--- config.mk ---
export PLATFORM = sky130hd
export DESIGN_NAME = dmem_mmio_txq
export DESIGN_NICKNAME = d
export VERILOG_FILES = /design/src/rtl/dmem_mmio_txq_pkg.sv /design/src/rtl/dmem_mmio_txq_fifo.sv /design/src/rtl/dmem_mmio_txq.sv
export SDC_FILE = /design/constraint.sdc
export NUM_CORES = 1
export LEC_CHECK = 0
export CORE_MARGIN = 2
export CORE_UTILIZATION = 35
export CTS_BUF_LIST = sky130_fd_sc_hd__clkbuf_8
export DETAILED_ROUTE_END_ITERATION = 10
export PLACE_DENSITY = 0.58
export SLEW_MARGIN = 10
export SYNTH_ARGS = -nofsm -noshare
export SYNTH_HDL_FRONTEND = slang
export SYNTH_SLANG_ARGS = --single-unit
--- constraint.sdc ---
create_clock -name clock -period 7.9 [get_ports clock]
set_input_delay 1.58 -clock clock [delete_from_list [all_inputs] [get_ports clock]]
set_output_delay 1.58 -clock clock [all_outputs]
set_load 0.005 [all_outputs]
--- src/rtl/dmem_mmio_txq_pkg.sv ---
`default_nettype none
// +----------------------------------------------------------------------+
// | mmio_defs: shared addresses and status-word layout for dmem_mmio_txq |
// | Rev 1.0                                                              |
// +----------------------------------------------------------------------+
package mmio_defs;

  localparam logic [11:0] c_tx_addr   = 12'hFFF;
  localparam logic [11:0] c_stat_addr = 12'hFFE;

  localparam int c_ovf_bit   = 31;
  localparam int c_full_bit  = 30;
  localparam int c_empty_bit = 29;

  // Count field is wide enough for the largest supported DEPTH of 64.
  localparam int c_cnt_fld_w = 7;

endpackage
`default_nettype wire

--- src/rtl/dmem_mmio_txq_fifo.sv ---
`default_nettype none
// +----------------------------------------------------------------------+
// | sync_fifo: single-clock FIFO with registered storage and occupancy   |
// | Rev 1.0                                                              |
// +----------------------------------------------------------------------+
module sync_fifo #(
  parameter int DEPTH  = 8,
  parameter int DATA_W = 32
) (
  input  logic                       clk,
  input  logic                       rst_n,
  input  logic                       i_push,
  input  logic                       i_pop,
  input  logic [DATA_W-1:0]          i_wdata,
  output logic [DATA_W-1:0]          o_rdata,
  output logic [$clog2(DEPTH):0]     o_count,
  output logic                       o_full,
  output logic                       o_empty
);

  localparam int c_ptr_w = $clog2(DEPTH);
  localparam int c_cnt_w = $clog2(DEPTH) + 1;

  logic [DATA_W-1:0]  r_mem [DEPTH];
  logic [c_ptr_w-1:0] r_wr_ptr;
  logic [c_ptr_w-1:0] r_rd_ptr;
  logic [c_cnt_w-1:0] r_count;
  logic               w_push;
  logic               w_pop;

  assign o_full  = (r_count == c_cnt_w'(DEPTH));
  assign o_empty = (r_count == '0);
  assign o_count = r_count;
  assign o_rdata = r_mem[r_rd_ptr];

  // A pop on the same edge frees a slot, so a full FIFO still accepts the push.
  assign w_pop  = i_pop & ~o_empty;
  assign w_push = i_push & (~o_full | w_pop);

  always_ff @(posedge clk or negedge rst_n) begin
    if (!rst_n) begin
      r_wr_ptr <= '0;
      r_rd_ptr <= '0;
      r_count  <= '0;
    end else begin
      if (w_push) r_wr_ptr <= r_wr_ptr + c_ptr_w'(1);
      if (w_pop)  r_rd_ptr <= r_rd_ptr + c_ptr_w'(1);
      case ({w_push, w_pop})
        2'b10:   r_count <= r_count + c_cnt_w'(1);
        2'b01:   r_count <= r_count - c_cnt_w'(1);
        default: r_count <= r_count;
      endcase
    end
  end

  always_ff @(posedge clk) begin
    if (w_push) r_mem[r_wr_ptr] <= i_wdata;
  end

endmodule
`default_nettype wire

--- src/rtl/dmem_mmio_txq.sv ---
`default_nettype none
// +----------------------------------------------------------------------+
// | dmem_mmio_txq: dmem-bus shim mapping a transmit FIFO and status reg  |
// | Rev 1.0                                                              |
// +----------------------------------------------------------------------+
module dmem_mmio_txq
  import mmio_defs::*;
#(
  parameter int                DEPTH     = 8,
  parameter int                ADDR_W    = 12,
  parameter int                DATA_W    = 32,
  parameter logic [ADDR_W-1:0] TX_ADDR   = ADDR_W'(c_tx_addr),
  parameter logic [ADDR_W-1:0] STAT_ADDR = ADDR_W'(c_stat_addr)
) (
  input  logic                   clock,
  input  logic                   reset,
  input  logic [ADDR_W-1:0]      address_dmem,
  input  logic [DATA_W-1:0]      data,
  input  logic                   wren,
  input  logic [DATA_W-1:0]      q_ram,
  output logic                   wren_ram,
  output logic [DATA_W-1:0]      q_dmem,
  output logic [DATA_W-1:0]      tx_data,
  output logic                   tx_valid,
  input  logic                   tx_ready,
  output logic [$clog2(DEPTH):0] tx_count
);

  localparam int c_cnt_w = $clog2(DEPTH) + 1;

  logic               w_hit_tx;
  logic               w_hit_st;
  logic               w_push;
  logic               w_pop;
  logic               w_full;
  logic               w_empty;
  logic               w_ovf_set;
  logic               w_ovf_clr;
  logic [c_cnt_w-1:0] w_count;
  logic [DATA_W-1:0]  w_status;
  logic               r_ovf;
  logic               r_rsel;
  logic [DATA_W-1:0]  r_stat_q;

  assign w_hit_tx = (address_dmem == TX_ADDR);
  assign w_hit_st = (address_dmem == STAT_ADDR);
  assign wren_ram = wren & ~w_hit_tx & ~w_hit_st;

  assign w_push    = wren & w_hit_tx;
  assign w_pop     = tx_valid & tx_ready;
  assign w_ovf_set = w_push & w_full & ~w_pop;
  assign w_ovf_clr = wren & w_hit_st & data[c_ovf_bit];

  sync_fifo #(
    .DEPTH  (DEPTH),
    .DATA_W (DATA_W)
  ) u_fifo (
    .clk     (clock),
    .rst_n   (reset),
    .i_push  (w_push),
    .i_pop   (w_pop),
    .i_wdata (data),
    .o_rdata (tx_data),
    .o_count (w_count),
    .o_full  (w_full),
    .o_empty (w_empty)
  );

  assign tx_valid = ~w_empty;
  assign tx_count = w_count;

  always_comb begin
    w_status                  = '0;
    w_status[c_ovf_bit]       = r_ovf;
    w_status[c_full_bit]      = w_full;
    w_status[c_empty_bit]     = w_empty;
    w_status[c_cnt_fld_w-1:0] = c_cnt_fld_w'(w_count);
  end

  // Status is captured one edge after the load so it lines up with syncram latency.
  always_ff @(posedge clock or negedge reset) begin
    if (!reset) begin
      r_ovf    <= 1'b0;
      r_rsel   <= 1'b0;
      r_stat_q <= '0;
    end else begin
      if (w_ovf_set)      r_ovf <= 1'b1;
      else if (w_ovf_clr) r_ovf <= 1'b0;
      r_rsel   <= w_hit_st;
      r_stat_q <= w_status;
    end
  end

  assign q_dmem = r_rsel ? r_stat_q : q_ram;

endmodule
`default_nettype wire

* Yosys cells after proc, flatten, opt, wreduce, memory -nomap -nowiden *
Memories as Yosys holds them, arrays and structs flattened.
Cells that the tools add are included.

cells by class
  add/subtract/negate cells = 4
  equal/unequal tests = 5
  multiplexer cells = 6
  bitwise logic cells = 16
  reductions and logical operators = 3

operators by type and width
  kind                    count
  $mux W32                1
  $eq A12 B12 Y1 const B  2
  $and A1 B1 Y1           10
  $pmux W4 S2             1
  $add A3 B1 Y3 const B   2
  $not A1 Y1              5
  $add A4 B1 Y4 const B   1
  $eq A4 B4 Y1 const B    1
  $logic_not A4 Y1        1
  $mux W1                 4
  $reduce_bool A2 Y1      2
  $sub A4 B1 Y4 const B   1
  $eq A2 B1 Y1 const B    1
  $eq A2 B2 Y1 const B    1
  $or A1 B1 Y1            1

storage, ports and cells
  bits in registers = 19
  RAM bits = 256
  output and inout port bits = 70
  word-level logic and storage cells = 41
  memories = 1

memory list
  name          words  bits a word  read ports  clocked after Yosys merged registers in  wr ports  RTL line                  text
  u_fifo.r_mem  8      32           1           0                                        1         dmem_mmio_txq_fifo.sv:24  logic [DATA_W-1:0] r_mem [DEPTH];

* Logic depth before layout (Yosys ltp) *
Gate-level depths: netlist (run 1).

  depth after elaboration = 8
  mapped depth = 10
  depth with buffers taken out = 10

* Modules after synthesis *
From an unflattened synthesis (run 1), not the netlist that was laid out.

unflattened totals
  cells, all modules = 495
  area, all modules = 10958.0 um^2

by module, submodules not included
  module         instances  cells each  area each (um^2)  sequential area each (um^2)
  sync_fifo      1          436         10383.7           7937.6
  dmem_mmio_txq  1          59          574.3             225.2

* Worst setup path after synthesis (run 1) *
No wires, ideal clock.

  kind = input to register
  start = in address_dmem[10]
  end = mem u_fifo.r_mem[0][0] (enable)
  data arrival time = 4641 ps
  slack = 2798 ps
  stages = 4
  buffers on the path = 0
  cells stage by stage = nand4_1 > nor4_1 > nand4b_1 > nor3_1

on the way
  longest elaborated chain between the ends = 5

RTL lines
  what                           RTL line                  text
  from (decl)                    dmem_mmio_txq.sv:17       input logic [ADDR_W-1:0] address_dmem,
  $eq A12 B12 Y1                 dmem_mmio_txq.sv:45       assign w_hit_tx = (address_dmem == TX_ADDR);
  $and A1 B1 Y1                  dmem_mmio_txq.sv:49       assign w_push = wren & w_hit_tx;
  $and A1 B1 Y1                  dmem_mmio_txq_fifo.sv:38  assign w_push = i_push & (~o_full | w_pop);
  $mux W1                        dmem_mmio_txq_fifo.sv:57  if (w_push) r_mem[r_wr_ptr] <= i_wdata;
  $mux W1 (implied by the code)  dmem_mmio_txq_fifo.sv:57
  to (decl)                      dmem_mmio_txq_fifo.sv:24

Every way passes these cells.

* Worst setup path after layout (run 1) *
  start = reg u_fifo.r_rd_ptr[0]
  end = out tx_data[8]

on the way
  longest elaborated chain between the ends = 1

RTL lines
  what                    RTL line                  text
  from (decl)             dmem_mmio_txq_fifo.sv:26  logic [c_ptr_w-1:0] r_rd_ptr;
  from (signal assigned)  dmem_mmio_txq_fifo.sv:47  if (w_pop) r_rd_ptr <= r_rd_ptr + c_ptr_w'(1);
  $mem_v2 Z8 W32          -
  to (decl)               dmem_mmio_txq.sv:23       output logic [DATA_W-1:0] tx_data,

Every way passes these cells.

==> flow_summary.ini, run 1 <==
[clock_tree]
clock_latency_ps = 530
clkTransAtPathRegs_ps = 60
cts_resized = 0
cts_root_buf = clkbuf_8
clockBufferDepth = 3
cts_tree = yes
postCtsSetupBuffers = 0
cts_made_buffers = 45
holdBufCountCts = 0
cts.sinks = 275
htree_levels = 2

[power]
p_seq_share_pct = 46.3
fin_total_pwr_mw = 3.933
combPwrFrac_pct = 25.6
clkPwrFrac_pct = 28.1
ir_drop_mv = 0.1756
netSwitchingPower_mw = 1.016
intPower_mw = 2.916
power.density_mw_per_mm2 = 291.0
switching_share_pct = 25.84
leakage_nw = 4.405

[synth]
synthTopCellsByArea = edfxtp_1, mux4_2, dfrtp_1
synth_edf_count = 256
synth_warnings = 0
synth_area_leader_cell = edfxtp_1
syn_avg_cell_area_um2 = 21.99
yosysTopAreaCellShare_pct = 71.63
netlist_area_mm2 = 0.01073
ys_ff_latch = 275
synth_ff_type = edfxtp_1
ys_seq_area_share_pct = 76.06
synthArstFlopShare_pct = 6.909
synthCells = 488
ys_types = 31
synthesis.nets = 573

[global_routing]
grt_pass1_wl_um = 33470
track_usage_pct = 13.83
antenna_found_initial = 0
overflow = 0
grt_pass1_vias = 5919
grt_max_degree = 67

[floorplanning]
core_mm2 = 0.03043
die_h_um = 179.1
start_util_pct = 35.27
die_width_um = 179.1
dieArea_mm2 = 0.03208
io_pins = 150
rows = 64

[placed_design]
place.gp.congestion = 0.7263
dp_hpwl_um = 12880
place_ws_ps = 2970
io_buffers = 149
placed_area_mm2 = 0.01270
placed_cells = 1013

[timing]
setup_slack_ps = 2855
tns_ps = 0
fin_crit_sh_pct = 63.86
maxSlewHeadroom_pct = 22.03
worst_clock_skew_ps = 9.971
slew_violations = 0
rsz0062_at_grt = false
setup_viol = 0
tightest_slew_ps = 1167
post-route-min-period_ps = 5045
whs_ps = 421.7
hold_viol = 0
fmax_mhz = 198.2

[critical_path]
path_class = reg -> out
critPathLaunch = u_fifo.r_rd_ptr[0]$_DFFE_PN0P_
critPathSlowestCell = dfrtp_4
cp_max_fo = 34
crit_arrival_ps = 3460
required_ps = 6320
r2r_start = u_fifo.o_count[0]$_DFFE_PN0P_
setup.worst_path.end_class = primary output
cp_slowest_stage_delay_ps = 860
cp-start-kind = flip-flop
crit_chain = buf_4 -> mux4_2 -> mux2_2 -> clkdlybuf4s50_1

[final_layout]
drive_gt1_share_pct = 24.75
final_cell_count_no_fill = 1095
fin_nets = 749
fin_util_pct = 44.41
final_area_mm2 = 0.01351
antenna_cells = 0
syn_to_final_growth_pct = 25.92

[run]
cap_violations = 0

[status]
status = finished clean

[drt]
vias = 5276
ant_nets = 0
route.detailed.drc = 0
routedWlPerCell_um = 20.06
drt_iter0_drc = 368
wirelength_um = 21960
vias_per_cell = 4.818
drtPass1Iterations = 4

[min_path]
holdCritPathClass = reg -> reg
worstHoldStart = r_ovf$_DFFE_PN0P_
## registers in the layout (all words and copies together) (netlist names)
register and count:
r_rsel 1, r_ovf 1, u_fifo.r_wr_ptr 3, u_fifo.o_count 4, r_stat_q 7, u_fifo.r_rd_ptr 3, u_fifo.r_mem 256
## synth_stat cells (all sizes together), types with 5 or more instances
library cell and count:
clkbuf 10, nand2 5, xnor2 5, nand4 5, ha 5, mux4 64
edfxtp 256, mux2 42, nor2b 25, nor2 9, dfrtp 19, buf 13
## cell families (layout without fill, tap and decap cells)
| family | count (synthesis) | in the layout | share of synthesized area [%] |
|---|---|---|---|
| AOI/OAI and AO/OA | 4 | 4 | 0.2564 |
| buffers and inverters | 25 | 236 | 1.038 |
| muxes | 106 | 106 | 17.87 |
| DFF | 275 | 275 | 76.06 |
| adders and majority gates | 5 | 5 | 0.5830 |
| and+or+nand+nor | 64 | 64 | 3.451 |
| xor gates and xnor gates | 9 | 9 | 0.7345 |
## layout by cell type (no fill, tap or decap)
master,instances
nand4b_1,1
nor4_1,2
dfrtp_2,1
or4_4,1
clkdlybuf4s50_1,149
clkinv_2,3
buf_4,3
xor2_1,4
nor2_1,3
edfxtp_1,256
nand2_1,5
a21oi_1,1
nand3b_1,1
nand4_1,5
or3_1,1
bufinv_16,1
nor2_4,6
clkinv_1,8
dfrtp_1,16
o311ai_1,1
dfrtp_4,2
clkbuf_8,47
clkinvlp_4,1
o21ai_0,1
mux2_2,41
nor3_2,2
a2111oi_0,1
inv_1,24
mux4_2,64
ha_1,5
nor3_1,2
nor4b_1,2
and2_1,1
mux2_4,1
nor2b_1,25
xnor2_1,5
nand3_1,3
nand2b_1,4
## metal layers
layer / vias up / track usage, % / routed length (um)
li1: 2372 / - / -
met3: 38 / 2.439 / 804
met2: 109 / 25.00 / 11760
met1: 2757 / 16.92 / 8997
met5: - / 0 / 0
met4: 0 / 4.032 / 399
## power by group through the flow
stage          Clock, mW  Combinational, mW  Sequential [mW]
6_report            1.11               1.01             1.82
5_1_grt             1.20               1.08             1.85
4_1_cts             1.14               1.03             1.83
3_5_place_dp           0               1.03             1.86
3_3_place_gp           0               1.02             1.86
2_1_floorplan          0              0.701             1.68
## final cells by class
type | instances | area (um^2)
multi-input combinational | 188 | 2512
tap | 396 | 495.5
sequential | 275 | 8172
fill | 2613 | 16920
clock buffer | 47 | 646.9
inverter | 2 | 7.507
timing repair buffer | 152 | 1514
clock inverter | 35 | 165.2
## path summary, 6_finish.rpt
path	endpoint	slack, ps	cells after the start
max in group asynchronous	u_fifo.r_rd_ptr[1]$_DFFE_PN0P_	5700	1
worst min-delay path	r_stat_q[31]$_DFF_PN0_	420	0
worst max-delay path	tx_data[8]	2860	4
min in group asynchronous	u_fifo.o_count[1]$_DFFE_PN0P_	1560	1
worst max register to register	u_fifo.r_mem[2][12]$_DFFE_PP_	5180	4
worst min register to register	r_stat_q[31]$_DFF_PN0_	420	0
## critical path, delay by kind of cell (launching register included)
kind	cells	cell delay, ps
muxes	2	900
buffers and inverters	2	1140
DFF	1	860
(Power assumes the default switching activity.)
==> inputs of run 2 (changes only) <==
--- a/config.mk
+++ b/config.mk
@@ -9,7 +9,7 @@
 export CORE_UTILIZATION = 35
 export CTS_BUF_LIST = sky130_fd_sc_hd__clkbuf_8
 export DETAILED_ROUTE_END_ITERATION = 10
-export PLACE_DENSITY = 0.58
+export PLACE_DENSITY = 0.6
 export SLEW_MARGIN = 10
 export SYNTH_ARGS = -nofsm -noshare
 export SYNTH_HDL_FRONTEND = slang
==> constraint.sdc (replaced) <==
create_clock -name clock -period 4.05 [get_ports clock]
set_input_delay 0.81 -clock clock [delete_from_list [all_inputs] [get_ports clock]]
set_output_delay 0.81 -clock clock [all_outputs]
set_load 0.005 [all_outputs]
==> flow_summary.ini, run 2 (synthesis gave the netlist of run 1 again) <==
[status]
status = finished clean

[clock_tree]
cts_tree = yes
clockBufferDepth = 3
cts_resized = 0
cts.sinks = 275
clkTransAtPathRegs_ps = 60
cts_root_buf = clkbuf_8
cts_made_buffers = 43
htree_levels = 2
clock_latency_ps = 550
holdBufCountCts = 0
postCtsSetupBuffers = 0

[power]
netSwitchingPower_mw = 1.982
intPower_mw = 5.836
clkPwrFrac_pct = 29.2
switching_share_pct = 25.35
leakage_nw = 4.502
ir_drop_mv = 0.3801
p_seq_share_pct = 44.4
power.density_mw_per_mm2 = 567.3
combPwrFrac_pct = 26.5

[critical_path]
critPathSlowestCell = dfrtp_4
cp_slowest_stage_delay_ps = 1060
crit_chain = mux4_2 -> mux2_2 -> clkdlybuf4s50_1
cp_max_fo = 66
crit_arrival_ps = 2870
setup.worst_path.end_class = primary output
required_ps = 3240
critPathLaunch = u_fifo.r_rd_ptr[1]$_DFFE_PN0P_
cp-start-kind = flip-flop
path_class = reg -> out
r2r_start = u_fifo.o_count[1]$_DFFE_PN0P_

[final_layout]
fin_nets = 765
drive_gt1_share_pct = 27.32
syn_to_final_growth_pct = 28.41
num-fill-cells = 2589
final_common_cell = edfxtp_1
largest_reg_flops = 256
final_area_mm2 = 0.01378
layout_common_cells = edfxtp_1, clkdlybuf4s50_1, mux4_2
top_register = u_fifo.r_mem

[timing]
maxSlewHeadroom_pct = 31.80
worst_clock_skew_ps = 18.12
tightest_slew_ps = 1023
post-route-min-period_ps = 3678
tns_ps = 0
setup_viol = 0
fmax_mhz = 271.9
rsz0062_at_grt = false
fin_crit_sh_pct = 90.81
hold_viol = 0
slew_violations = 0

[global_routing]
grt_pass1_vias = 6042
grt_pass1_wl_um = 34430
overflow = 0
track_usage_pct = 14.26
antenna_found_initial = 1
grt_max_degree = 67

[floorplanning]
dieArea_mm2 = 0.03208
die_width_um = 179.1
start_util_pct = 35.27
rows = 64
core_mm2 = 0.03043
die_h_um = 179.1
io_pins = 150

[drt]
drt_iter0_drc = 372
drtPass1Iterations = 4
wirelength_um = 22150
route.detailed.drc = 0
vias = 5422
vias_per_cell = 4.898
routedWlPerCell_um = 20.01
ant_nets = 0

[placed_design]
dp_hpwl_um = 13440
place.gp.congestion = 0.7400
placed_area_mm2 = 0.01294
io_buffers = 149

[run]
cap_violations = 0

[min_path]
worstHoldStart = r_ovf$_DFFE_PN0P_
holdCritPathClass = reg -> reg
## run 2: cell count changes in the layout (fill, tap and decap cells not counted), moves of 2 or more
cell       previous run  this run
clkbuf_8             47        44
inv_1                24        17
bufinv_16             1         4
nor3_2                2         0
buf_12                0         7
clkinv_1              8         5
clkinv_2              3         5
buf_4                 3        14
nor3_4                0         2
## run 2: power by group through the flow
stage          clock, mW  sequential, mW  combinational [mW]
5_1_grt             2.49            3.50                2.25
3_3_place_gp           0            3.53                2.10
4_1_cts             2.36            3.48                2.13
6_report            2.28            3.47                2.07
3_5_place_dp           0            3.54                2.12
2_1_floorplan          0            3.28                1.37
## run 2: cell type report
cell class,instances,area [um^2],area share (%)
clock inverter,31,236.5,1.716
tap,396,495.5,3.595
sequential,275,8172,59.30
clock buffer,44,605.6,4.394
timing repair buffer,170,1737,12.60
inverter,2,7.507,0.05448
multi-input combinational,188,2525,18.32
antenna,1,2.502,0.01816
## run 2: worst max-delay path, delay by kind of cell (launching register included)
kind / cells / cell delay, ps
flops: 1 / 1060
mux: 2 / 750
buf+inv: 1 / 450
## run 2: per-stage QoR
| step | setup WS [ps] | utilization, % | instances | power (mW) | hold slack [ps] |
|---|---|---|---|---|---|
| after floorplan | 573.8 | - | 488 | 4.646 | 368.3 |
| after global placement | 717.8 | 42.51 | 1031 | 5.632 | 377.9 |
| after detailed placement | 655.8 | 42.51 | 1031 | 5.655 | 378.4 |
| after CTS | 324.3 | 45.28 | 1106 | 7.972 | 393.2 |
| after global routing | 232.5 | 45.29 | 1107 | 8.239 | 436.8 |
| final | 372.0 | 45.29 | 1107 | 7.818 | 392.0 |
## run 2: final timing paths
path / slack (ps) / cells after the start / end
setup / recovery: 370 / 3 / tx_data[0]
hold / removal: 390 / 0 / r_stat_q[31]$_DFF_PN0_
setup reg to reg: 1400 / 9 / u_fifo.o_count[2]$_DFFE_PN0P_
hold reg to reg: 390 / 0 / r_stat_q[31]$_DFF_PN0_
max in group asynchronous: 2680 / 1 / u_fifo.r_rd_ptr[0]$_DFFE_PN0P_
min in group asynchronous: 760 / 1 / u_fifo.r_rd_ptr[1]$_DFFE_PN0P_
## run 2: metal layers
layer	vias up	global-route usage, %	routed length [um]
met4	0	5.477	648
met5	-	0	0
met1	2857	17.58	9143
met3	49	2.905	829
li1	2400	-	-
met2	116	24.73	11530
